<file path="config.mk">
export PLATFORM = sky130hd
export DESIGN_NAME = packet_source
export DESIGN_NICKNAME = d
export VERILOG_FILES = /design/src/rtl/packet_source.sv
export SDC_FILE = /design/constraint.sdc
export NUM_CORES = 1
export LEC_CHECK = 0
export BUFFER_PORTS_ARGS = -buffer_cell sky130_fd_sc_hd__buf_4
export CAP_MARGIN = 15
export CORE_MARGIN = 2
export CORE_UTILIZATION = 45
export CTS_CLUSTER_DIAMETER = 40
export DETAILED_ROUTE_END_ITERATION = 10
export MAX_ROUTING_LAYER = met4
export PLACE_DENSITY = 0.67
export SYNTH_ARGS = -nofsm -noshare
export SYNTH_HDL_FRONTEND = slang
export SYNTH_SLANG_ARGS = --single-unit
</file>
<file path="constraint.sdc">
create_clock -name clk -period 4.1 [get_ports clk]
set_clock_uncertainty 0.2 [all_clocks]
set_input_delay 0.82 -clock clk [delete_from_list [all_inputs] [get_ports clk]]
set_output_delay 0.82 -clock clk [all_outputs]
set_load 0.03 [all_outputs]
</file>
<file path="src/rtl/packet_source.sv">
// Packet source driving a four-phase return-to-zero flit channel.
// Each packet is a head flit (destination + sequence number) followed by indexed body flits.
module packet_source #(
  parameter int ID           = 0,
  parameter int SIZE         = 8,
  parameter int DEST_BITS    = 3,
  parameter int DEST         = 0,
  parameter int PACKET_FLITS = 4,
  parameter int GAP          = 2
) (
  input  logic            clk,
  input  logic            reset,
  input  logic            enable,
  output logic            ch_req,
  output logic [SIZE-1:0] ch_flit,
  input  logic            ch_ack,
  output logic            busy,
  output logic [15:0]     pkt_count
);

  localparam int IDX_W = $clog2(PACKET_FLITS) + 1;
  localparam int GAP_W = (GAP < 2) ? 1 : $clog2(GAP + 1);
  localparam logic [IDX_W-1:0]     LAST_IDX   = IDX_W'(PACKET_FLITS - 1);
  localparam logic [GAP_W-1:0]     GAP_LOAD   = GAP_W'(GAP);
  localparam logic [DEST_BITS-1:0] DEST_FIELD = DEST_BITS'(DEST);

  if (PACKET_FLITS < 1 || DEST_BITS < 1 || DEST_BITS >= SIZE) begin : g_param_check
    $error("packet_source %0d: illegal parameter set", ID);
  end

  typedef enum logic [1:0] {
    IDLE     = 2'd0,
    REQ      = 2'd1,
    RELEASE  = 2'd2,
    GAP_WAIT = 2'd3
  } state_t;

  state_t           state_r, state_nxt_s;
  logic             req_r, req_nxt_s;
  logic [SIZE-1:0]  flit_r, flit_nxt_s;
  logic             busy_r, busy_nxt_s;
  logic [15:0]      cnt_r, cnt_nxt_s;
  logic [IDX_W-1:0] idx_r, idx_nxt_s;
  logic [GAP_W-1:0] gap_r, gap_nxt_s;

  // Head flit: destination in the top bits, sequence number truncated below it.
  function automatic logic [SIZE-1:0] head_flit(input logic [15:0] seq);
    logic [SIZE-1:0] f;
    f = '0;
    for (int i = 0; i < SIZE - DEST_BITS && i < 16; i++) f[i] = seq[i];
    f[SIZE-1 -: DEST_BITS] = DEST_FIELD;
    return f;
  endfunction

  // Body flit: its own index, zero-extended or truncated to the flit width.
  function automatic logic [SIZE-1:0] body_flit(input logic [IDX_W-1:0] k);
    logic [SIZE-1:0] f;
    f = '0;
    for (int i = 0; i < IDX_W && i < SIZE; i++) f[i] = k[i];
    return f;
  endfunction

  // Next-state and next-output logic for the handshake FSM.
  always_comb begin
    state_nxt_s = state_r;
    req_nxt_s   = req_r;
    flit_nxt_s  = flit_r;
    busy_nxt_s  = busy_r;
    cnt_nxt_s   = cnt_r;
    idx_nxt_s   = idx_r;
    gap_nxt_s   = gap_r;
    case (state_r)
      IDLE: begin
        if (enable) begin
          state_nxt_s = REQ;
          req_nxt_s   = 1'b1;
          busy_nxt_s  = 1'b1;
          idx_nxt_s   = '0;
          flit_nxt_s  = head_flit(cnt_r);
        end else begin
          state_nxt_s = IDLE;
        end
      end
      REQ: begin
        if (ch_ack) begin
          state_nxt_s = RELEASE;
          req_nxt_s   = 1'b0;
        end else begin
          state_nxt_s = REQ;
        end
      end
      RELEASE: begin
        if (!ch_ack) begin
          if (idx_r == LAST_IDX) begin
            cnt_nxt_s  = cnt_r + 16'd1;
            busy_nxt_s = 1'b0;
            idx_nxt_s  = '0;
            if (GAP == 0) begin
              state_nxt_s = IDLE;
              gap_nxt_s   = '0;
            end else begin
              state_nxt_s = GAP_WAIT;
              gap_nxt_s   = GAP_LOAD;
            end
          end else begin
            state_nxt_s = REQ;
            req_nxt_s   = 1'b1;
            idx_nxt_s   = idx_r + IDX_W'(1);
            flit_nxt_s  = body_flit(idx_r + IDX_W'(1));
          end
        end else begin
          state_nxt_s = RELEASE;
        end
      end
      GAP_WAIT: begin
        // Leave on the cycle the counter reaches zero, so the gap lasts GAP cycles.
        if (gap_r <= GAP_W'(1)) begin
          state_nxt_s = IDLE;
          gap_nxt_s   = '0;
        end else begin
          state_nxt_s = GAP_WAIT;
          gap_nxt_s   = gap_r - GAP_W'(1);
        end
      end
      default: begin
        state_nxt_s = IDLE;
        req_nxt_s   = 1'b0;
        busy_nxt_s  = 1'b0;
        idx_nxt_s   = '0;
        gap_nxt_s   = '0;
      end
    endcase
  end

  // State and output registers with synchronous reset.
  always_ff @(posedge clk) begin
    if (reset) begin
      state_r <= IDLE;
      req_r   <= 1'b0;
      flit_r  <= '0;
      busy_r  <= 1'b0;
      cnt_r   <= 16'd0;
      idx_r   <= '0;
      gap_r   <= '0;
    end else begin
      state_r <= state_nxt_s;
      req_r   <= req_nxt_s;
      flit_r  <= flit_nxt_s;
      busy_r  <= busy_nxt_s;
      cnt_r   <= cnt_nxt_s;
      idx_r   <= idx_nxt_s;
      gap_r   <= gap_nxt_s;
    end
  end

  assign ch_req    = req_r;
  assign ch_flit   = flit_r;
  assign busy      = busy_r;
  assign pkt_count = cnt_r;

endmodule

</file>
# Yosys cells after proc, flatten, opt, wreduce, memory -nomap -nowiden
# Index checks and enable logic that the tools add are counted.
[classes]
bitwise = 1
n_addsub = 3
n_reduce_logical = 10
n_lt_le_gt_ge = 1
eq_ne = 9
mux = 26
[ops]
columns = ["operator", "count"]
rows = [
  ["two-way mux 8 bit", 3],
  ["adder 16 x 1 -> 16 bit (second input constant)", 1],
  ["case mux 8 bit (2 select lines)", 1],
  ["two-way mux 2 bit", 7],
  ["!= test 2 bit (second input constant)", 5],
  ["two-way mux 3 bit", 3],
  ["AND reduction 3 bit", 3],
  ["case mux 2 bit (4 select lines)", 1],
  ["AND reduction 4 bit", 2],
  ["two-way mux 1 bit", 7],
  ["case mux 3 bit (2 select lines)", 1],
  ["AND reduction 5 bit", 1],
  ["equality test 2 bit (second input constant)", 2],
  ["case mux 2 bit (2 select lines)", 1],
  ["nonzero test 2 bit", 2],
  ["adder 3 x 1 -> 3 bit (second input constant)", 1],
  ["equality test 3 x 2 -> 1 bit (second input constant)", 1],
  ["case mux 1 bit (3 select lines)", 1],
  ["nonzero test 3 bit", 1],
  ["equality test 2 x 1 -> 1 bit (second input constant)", 1],
  ["less-or-equal comparator 2 x 1 -> 1 bit (second input constant)", 1],
  ["logical NOT 2 bit", 1],
  ["case mux 1 bit (2 select lines)", 1],
  ["subtractor 2 x 1 -> 2 bit (second input constant)", 1],
  ["NOT 1 bit", 1],
]
[word_totals]
ff_bits = 33
in_bits = 4
out_inout_bits = 26
wordCells = 57

# Longest topological paths before layout
# Gate-level depths: netlist of run 1.
[logic_depth]
depth_word = 4
ltp_mapped = 7
ltp_nobuf = 6

# Least setup slack after synthesis of run 1
# OpenSTA, ideal clock, no wires.
[synth_timing]
path_kind = "input -> register"
start = "input port ch_ack"
end = "register cnt_r[15] (netlist: pkt_count[15])"
t_arrival_ps = 2172
setup_ps = 70
required_time_ps = 3830
stages = 5
n_path_buf = 1
path_slack_ps = 1657
cell_sequence = "nand4bb_4 buf_6 or4_4 or3_1 a21oi_1"
[synth_between]
elab_chain_cells = 2
[synth_rtl]
columns = ["element", "line", "rtl"]
rows = [
  ["start, declared", "16", "input logic ch_ack,"],
  ["NOT 1 bit (no line)", "-", ""],
  ["AND reduction 3 bit (no line)", "-", ""],
  ["end signal, assigned", "150", "cnt_r <= cnt_nxt_s;"],
  ["end, declared", "42", "logic [15:0] cnt_r, cnt_nxt_s;"],
]
# Every way passes these cells.
# A chain may end at the register's enable or synchronous reset.

# Worst setup path in the final report of run 1
[layout_timing]
start = "register idx_r[0]"
end = "register cnt_r[15] (netlist: pkt_count[15])"
[layout_between]
elab_chain_cells = 2
[layout_rtl]
columns = ["element", "line", "rtl"]
rows = [
  ["start, declared", "43", "logic [IDX_W-1:0] idx_r, idx_nxt_s;"],
  ["start signal, assigned", "151", "idx_r <= idx_nxt_s;"],
  ["equality test 3 x 2 -> 1 bit", "94", "if (idx_r == LAST_IDX) begin"],
  ["AND reduction 3 bit (no line)", "-", ""],
]
# Every way passes these cells.

==> impl_metrics.json, run 1 <==
{
  "hold_viol_final": 0,
  "cts_buffer_depth": 2,
  "globalRouteMet2Util_pct": 28.1,
  "period_needed_ns": 2.46,
  "ys_seq_elements": 30,
  "hpwl_um": 2120,
  "syn_area_mm2": 0.00149,
  "drive_gt1_share_pct": 19.5,
  "grt_max_degree": 31,
  "postLayoutCellArea_mm2": 0.00176,
  "cts_buffers": 5,
  "synth_area_leaders": "dfxtp_1 (40%), a21oi_1 (7.0%), nor2_1 (5.3%)",
  "dieArea_mm2": 0.00379,
  "yosysSeqAreaShare_pct": 40.2,
  "clockRootBuffer": "clkbuf_4",
  "wl_per_cell_um": 12.4,
  "crit_required_ns": 4.17,
  "ioPinCount": 30,
  "p_per_area_mw_per_mm2": 324,
  "ir_drop_uv": 202,
  "grt_pass1_wl_um": 5010,
  "grt_overflow_total": 0,
  "ys_warn_count": 0,
  "ys_async_sr_fraction_pct": 0,
  "outcome": "finished clean",
  "end_kind": "flop",
  "clock_sinks": 30,
  "syn_inst": 176,
  "fill_cells": 303,
  "n_antenna_cell": 0,
  "synth_edf_count": 0,
  "crit_fanout": 10,
  "path_class": "reg2reg",
  "grt_pass1_vias": 1109,
  "pre_cts_ws_ns": 1.45,
  "cts_hold_buf": 0,
  "synth_top_family_by_area": "simple AND/OR/NAND/NOR gates",
  "insertion_delay_ns": 0.33,
  "finalWirelength_um": 3020,
  "synth-adder-area-share_pct": 4.19,
  "post-route-period-util_pct": 60.0,
  "cpPeakStageDelay_ns": 0.60,
  "row_count": 20,
  "ys.flop_type": "dfxtp_1",
  "met3_usage_pct": 5.04,
  "register_area_um2": 601,
  "p_leak_nw": 0.666,
  "route.vias.total": 1281,
  "syn2layout_area_growth_pct": 17.8,
  "fin_ws_ns": 1.64,
  "postCtsSetupBuffers": 0,
  "antenna_found_initial": 0,
  "tritoncts": "built",
  "fin_nets": 208,
  "synth_compound_area_share_pct": 12.5,
  "grt_usage_pct": 19.0,
  "drc": 0,
  "start_util_pct": 48.1,
  "die_x_um": 61.6,
  "cts_resized": 0,
  "max-slew-margin-rel_pct": 50.4,
  "drtIter0Drc": 74,
  "cp.buffers_inverters": 0,
  "synth_top_area_share_pct": 40.2,
  "maxCapViolations": 0,
  "max_freq_mhz": 407,
  "cpLargestDelayFamily": "simple AND/OR/NAND/NOR gates",
  "synth_xor_area_share_pct": 5.87,
  "clk_pin_slew_ns": 0.09,
  "reg2reg_depth": 6,
  "layout.cells.non_filler": 244,
  "place_area_mm2": 0.00168,
  "setup_violations": 0,
  "yosys-mux-area-fraction_pct": 2.68,
  "slew_viol_final": 0,
  "worstHoldStart": "idx_r[1]",
  "drtPass1Iterations": 4,
  "hold_class": "reg2reg",
  "multiInputGateArea_um2": 810,
  "drt-vias-per-instance": 5.25,
  "path_cells": "ha_1 -> ha_1 -> nand4bb_4 -> or4_4 -> or3_1 -> a21oi_1",
  "avgSynthCellArea_um2": 8.48,
  "fp.dieH_um": 61.6,
  "rsz0062_at_grt": "no",
  "min_to": "idx_r[1]",
  "tightest_slew_ns": 0.734,
  "r2r_slack_ns": 1.64,
  "holdPathStages": 2,
  "grt_use_met1_pct": 23.6,
  "cp-start-kind": "flop",
  "grt.busiest_layer": "met2",
  "place_inst": 236,
  "r2r_end": "pkt_count[15]",
  "tns_ns": 0,
  "fin_hold_ws_ns": 0.281,
  "synth_cell_types": 34,
  "crit_top_cell": "ha_1",
  "core_mm2": 0.00310,
  "synth_top_area_cell": "dfxtp_1",
  "synthSimpleGateAreaFrac_pct": 28.2,
  "gp_congestion": 0.812,
  "slowest_stage": "or4_4",
  "worstReg2RegStart": "idx_r[0]",
  "port_buffers": 26,
  "cp.arrival_ns": 2.53,
  "h-tree-depth": 2,
  "ant_nets": 0
}
## cell families after synthesis
group / after synthesis
and+or+nand+nor: 75
muxes: 4
AOI/OAI and AO/OA: 34
DFF: 30
buffers and inverters: 17
xor gates and xnor gates: 10
adders and majority gates: 5
other: 1
## worst max path at each step
stage          startpoint             to  cells after the start
4_1_cts          idx_r[0]  pkt_count[15]                      6
6_report         idx_r[0]  pkt_count[15]                      6
3_5_place_dp       ch_ack  pkt_count[15]                      5
2_1_floorplan      ch_ack  pkt_count[15]                      5
5_1_grt          idx_r[0]  pkt_count[15]                      6
3_3_place_gp       ch_ack  pkt_count[15]                      5
## synth_stat cells, types with 2 or more instances
master	number
a211oi_1	2
a21oi_1	21
buf_4	3
buf_6	2
clkbuf_1	7
dfxtp_1	30
ha_1	5
inv_1	5
mux2i_1	4
nand2_1	14
nand2b_1	7
nand3_1	4
nand4_1	6
nor2_1	21
nor3_1	4
nor4_1	5
o21ai_0	7
o31ai_1	2
or3_1	3
or4_1	2
xnor2_1	8
xor2_1	2
## metrics by stage
| stage | utilization, % | power, mW |
|---|---|---|
| 2_1_floorplan | - | 0.349 |
| 3_3_place_gp | 54.1 | 0.356 |
| 3_5_place_dp | 54.1 | 0.358 |
| 4_1_cts | 56.7 | 0.577 |
| 5_1_grt | 56.7 | 0.596 |
| 6_report | 56.7 | 0.570 |
## where the power goes
part	internal, mW	switching, mW	leakage, nW
Combinational	0.0178	0.0292	0.379
Clock	0.117	0.102	0.0446
Sequential	0.296	0.00784	0.243
Total	0.431	0.139	0.666
## worst min-delay path, stage by stage, from the launching register on
cell	delay, ns
dfxtp_1	0.34
nand2_1	0.06
a21oi_1	0.05
## layout make-up
| type | count | share of cell area, % |
|---|---|---|
| timing repair buffer | 26 | 11.1 |
| inverter | 5 | 1.07 |
| clock buffer | 8 | 4.48 |
| multi-input combinational | 131 | 46.0 |
| tap | 44 | 3.13 |
| sequential | 30 | 34.2 |
## flip-flops by register name, indices dropped and copies added, names as in the netlist
signal     flops
pkt_count     16
ch_flit        5
idx_r          3
gap_r          2
state_r        2
busy           1
ch_req         1
## metal layers
layer / part of all wire [%] / vias up / routed length [um]
met5: 0 / - / 0
met4: 2.1 / 0 / 63
met3: 4.0 / 6 / 121
met2: 44 / 22 / 1340
met1: 50 / 598 / 1500
li1: - / 655 / -
## placed cells by master, fill, tap and decap left out, types with 5 or more instances in the layout
cell	Yosys	final
nand2b_1	7	7
nor2_1	21	21
ha_1	5	5
a21oi_1	21	21
o21ai_0	7	7
nor4_1	5	5
nand2_1	14	14
inv_1	5	5
buf_4	3	26
nand4_1	6	6
xnor2_1	8	8
clkbuf_4	0	5
dfxtp_1	30	30
Note: power is estimated with default switching activity, not from simulation.
==> run 2, diff against run 1 <==
==> constraint.sdc (replaced) <==
create_clock -name clk -period 2.4 [get_ports clk]
set_clock_uncertainty 0.2 [all_clocks]
set_input_delay 0.48 -clock clk [delete_from_list [all_inputs] [get_ports clk]]
set_output_delay 0.48 -clock clk [all_outputs]
set_load 0.03 [all_outputs]
==> run 2 against run 1 <==
  * Sequential power rose by 68%
  * Cell count rose by 2.9%
  * Sequential cell count did not move
  * Setup slack got worse by 1.5 ns
  * Via count fell by 1.0%
  * Cell area rose by 2.3%
  * Worst hold slack got worse by 0.0093 ns
  * Wire length rose by 3.1%
  * Critical endpoint unchanged
  * Largest power group unchanged
==> impl_metrics.json, run 2 (synthesis gave the netlist of run 1 again) <==
{
  "core_mm2": 0.00310,
  "path_class": "reg2reg",
  "holdPathStages": 2,
  "crit_fanout": 5,
  "fin_ws_ns": 0.143,
  "setup_violations": 0,
  "ant_nets": 0,
  "pre_cts_ws_ns": 0.0946,
  "cp.arrival_ns": 2.32,
  "fin_hold_ws_ns": 0.271,
  "place_area_mm2": 0.00173,
  "grt_overflow_total": 0,
  "ir_drop_uv": 404,
  "maxCapViolations": 0,
  "port_buffers": 26,
  "grt_max_degree": 31,
  "start_util_pct": 48.1,
  "power.total_mw": 0.924,
  "drtPass1Iterations": 4,
  "finalWirelength_um": 3120,
  "antenna_found_initial": 0,
  "grt_pass1_wl_um": 5370,
  "tns_ns": 0,
  "layout_common_cells": "buf_4 (33), dfxtp_1 (29), nor2_1 (21), a21oi_1 (21), nand2_1 (14)",
  "tritoncts": "built",
  "slew_viol_final": 0,
  "route.vias.total": 1268,
  "gp_congestion": 0.767,
  "period_needed_ns": 2.26,
  "hold_class": "reg2reg",
  "row_count": 20,
  "ioPinCount": 30,
  "drive_gt1_share_pct": 23.2,
  "clk_pin_slew_ns": 0.09,
  "n_antenna_cell": 0,
  "clock_sinks": 30,
  "hpwl_um": 2250,
  "drc": 0,
  "p_leak_nw": 0.689,
  "largest_reg_flops": 16,
  "end_kind": "flop",
  "grt_usage_pct": 20.2,
  "syn2layout_area_growth_pct": 20.5,
  "cts_buffer_depth": 2,
  "fin_nets": 215,
  "cts_resized": 0,
  "place_inst": 243,
  "p_per_area_mw_per_mm2": 514,
  "cts_hold_buf": 0,
  "reg2reg_depth": 6,
  "insertion_delay_ns": 0.34,
  "grt_pass1_vias": 1187,
  "fp.dieH_um": 61.6,
  "final_common_cell": "buf_4",
  "final_core_util_pct": 57.9,
  "post-route-period-util_pct": 94.0,
  "outcome": "finished clean",
  "dieArea_mm2": 0.00379,
  "wl_per_cell_um": 12.4,
  "clockRootBuffer": "clkbuf_4",
  "layout.cells.non_filler": 251,
  "cp-start-kind": "flop",
  "drt-vias-per-instance": 5.05,
  "rsz0062_at_grt": "no",
  "hold_viol_final": 0,
  "postLayoutCellArea_mm2": 0.00180,
  "crit_required_ns": 2.46,
  "die_x_um": 61.6,
  "drtIter0Drc": 66,
  "postCtsSetupBuffers": 0,
  "cts_buffers": 5,
  "max_freq_mhz": 443,
  "h-tree-depth": 2
}
run 2: worst max-delay path, cell delays in order, from the launching register on:
cell and delay [ns]:
dfxtp_2 0.36, ha_2 0.21, ha_2 0.21, nand4bb_4 0.13, or4_4 0.58, or3_1 0.36, a21oi_1 0.15
run 2: metal layers:
layer	global-route usage, %	up-vias	part of all wire (%)
met4	10.0	0	1.8
met5	-	-	0
met3	5.04	7	4.1
met1	25.8	572	49
met2	29.6	22	45
li1	-	667	-
run 2: power breakdown:
group / switching (mW) / total (mW) / internal [mW] / leakage [nW]
combinational: 0.0576 / 0.0925 / 0.0349 / 0.411
sequential: 0.00639 / 0.512 / 0.506 / 0.243
clock: 0.177 / 0.319 / 0.142 / 0.0353
run 2: path summary, 6_finish.rpt:
check | slack [ns] | to | startpoint
max reg2reg | 0.14 | pkt_count[15] | idx_r[0]
max | 0.14 | pkt_count[15] | idx_r[0]
min | 0.27 | ch_flit[4] | ch_flit[4]
min reg2reg | 0.27 | ch_flit[4] | ch_flit[4]
run 2: final cells by class:
| type | count | area, um2 |
|---|---|---|
| fillers | 323 | 1310 |
| multi-input cells | 131 | 815 |
| flip-flops and latches | 30 | 602 |
| repair buffers | 33 | 248 |
| clock buffers | 7 | 55.1 |
| well taps | 44 | 55.1 |
| inverters | 5 | 18.8 |
| clock inverters | 1 | 5.00 |
==> run 3, diff against run 2 <==
==> constraint.sdc (replaced) <==
create_clock -name clk -period 2.4 [get_ports clk]
set_clock_uncertainty 0.2 [all_clocks]
set_input_delay 0.24 -clock clk [delete_from_list [all_inputs] [get_ports clk]]
set_output_delay 0.24 -clock clk [all_outputs]
set_load 0.03 [all_outputs]
==> run 3 against run 2 <==
  * Wire length grew 3.4%
  * Sequential share of layout area down 0.16 points
  * Via count up 5.4%
  * Highest routed layer unchanged
  * Power is 6.3% higher
  * Die area is the same
  * Combinational power is 1% higher
==> impl_metrics.json, run 3 (synthesis gave the netlist of run 1 again) <==
{
  "outcome": "finished clean",
  "power.total_mw": 0.982,
  "post-route-period-util_pct": 94.0,
  "postCtsSetupBuffers": 0,
  "insertion_delay_ns": 0.33,
  "rsz0062_at_grt": "no",
  "period_needed_ns": 2.26,
  "ir_drop_uv": 353,
  "start_util_pct": 48.1,
  "cp.arrival_ns": 2.32,
  "p_per_area_mw_per_mm2": 543,
  "drtPass1Iterations": 4,
  "end_kind": "flop",
  "final_common_cell": "buf_4",
  "clockRootBuffer": "clkbuf_4",
  "port_buffers": 26,
  "layout_common_cells": "buf_4 (32), dfxtp_1 (29), nor2_1 (21), a21oi_1 (21), nand2_1 (14)",
  "slowest_stage": "or4_4",
  "dieArea_mm2": 0.00379,
  "hold_viol_final": 0,
  "crit_fanout": 5,
  "grt_usage_pct": 20.0,
  "clk_pin_slew_ns": 0.10,
  "h-tree-depth": 2,
  "p_leak_nw": 0.696,
  "grt_pass1_vias": 1228,
  "finalWirelength_um": 3220,
  "grt_pass1_wl_um": 5330,
  "row_count": 20,
  "drive_gt1_share_pct": 22.8,
  "grt_overflow_total": 0,
  "max_freq_mhz": 443,
  "drt-vias-per-instance": 5.34,
  "fill_cells": 298,
  "fin_nets": 214,
  "largest_reg_flops": 16,
  "die_x_um": 61.6,
  "cp-start-kind": "flop",
  "n_antenna_cell": 0,
  "antenna_found_initial": 0,
  "pre_cts_ws_ns": 0.0832,
  "fin_ws_ns": 0.145,
  "hold_class": "in2reg",
  "core_mm2": 0.00310,
  "fp.dieH_um": 61.6,
  "cts_buffers": 5,
  "wl_per_cell_um": 12.9,
  "slew_viol_final": 0,
  "cts_hold_buf": 0,
  "multiInputGateArea_um2": 812,
  "cts_buffer_depth": 2,
  "fin_hold_ws_ns": 0.0766,
  "setup_violations": 0,
  "cpPeakStageDelay_ns": 0.58,
  "hpwl_um": 2350,
  "tns_ns": 0,
  "tritoncts": "built",
  "place_area_mm2": 0.00172,
  "crit_required_ns": 2.47,
  "ant_nets": 0,
  "gp_congestion": 0.784,
  "path_cells": "ha_1 -> ha_2 -> nand4bb_4 -> or4_4 -> or3_1 -> a21oi_1",
  "register_area_um2": 602,
  "drc": 0,
  "postLayoutCellArea_mm2": 0.00181,
  "ioPinCount": 30,
  "path_class": "reg2reg",
  "grt_max_degree": 31,
  "drtIter0Drc": 74,
  "route.vias.total": 1336,
  "clock_sinks": 30,
  "syn2layout_area_growth_pct": 21.0,
  "cts_resized": 0,
  "maxCapViolations": 0
}
==> run 3: cell types whose count changed in the layout (fill, tap and decap cells not counted) <==
cell      before  now
buf_4         33   32
clkbuf_1       1    0
clkbuf_8       1    3
clkinv_2       1    0
ha_1           3    4
ha_2           2    1
==> run 3: power breakdown <==
part / total [mW] / switching, mW / internal [mW]
clock network: 0.376 / 0.175 / 0.200
logic: 0.0936 / 0.0588 / 0.0348
registers: 0.512 / 0.00634 / 0.506
total: 0.982 / 0.241 / 0.741
==> run 3: worst paths after layout <==
path | from | end | slack, ns | cells past startpoint
worst max-delay path | idx_r[0] | pkt_count[15] | 0.14 | 6
worst min-delay path | reset | pkt_count[11] | 0.08 | 2
worst max register to register | idx_r[0] | pkt_count[15] | 0.14 | 6
worst min register to register | idx_r[1] | idx_r[1] | 0.27 | 2
==> run 3: worst max-delay path: cells and delay by family, from the launching register on <==
| kind | cells | cell delay, ns |
|---|---|---|
| adder cells (fa/ha/maj) | 2 | 0.43 |
| flip-flops | 1 | 0.36 |
| AND/OR/NAND/NOR | 3 | 1.06 |
| AO/OA/AOI/OAI | 1 | 0.14 |
==> run 3: stage by stage <==
| stage | cells | util [%] |
|---|---|---|
| final | 250 | 58.2 |
| after global routing | 250 | 58.2 |
| after detailed placement | 242 | 55.6 |
| after CTS | 250 | 58.1 |
| after floorplan | 178 | - |
| after global placement | 242 | 55.6 |
==> run 3: layout make-up <==
cell class | instances | area share [%]
Sequential cell | 30 | 33.3
Inverter | 5 | 1.04
Timing Repair Buffer | 32 | 13.3
Multi-Input combinational cell | 131 | 44.9
Clock buffer | 8 | 4.36
Tap cell | 44 | 3.05
==> run 3: per-layer routing <==
metal	part of all wire [%]	track usage, %	vias up
li1	-	-	669
met1	46	23.6	622
met2	47	31.3	38
met3	4.7	5.04	7
met4	2.1	10.0	0
met5	0	-	-
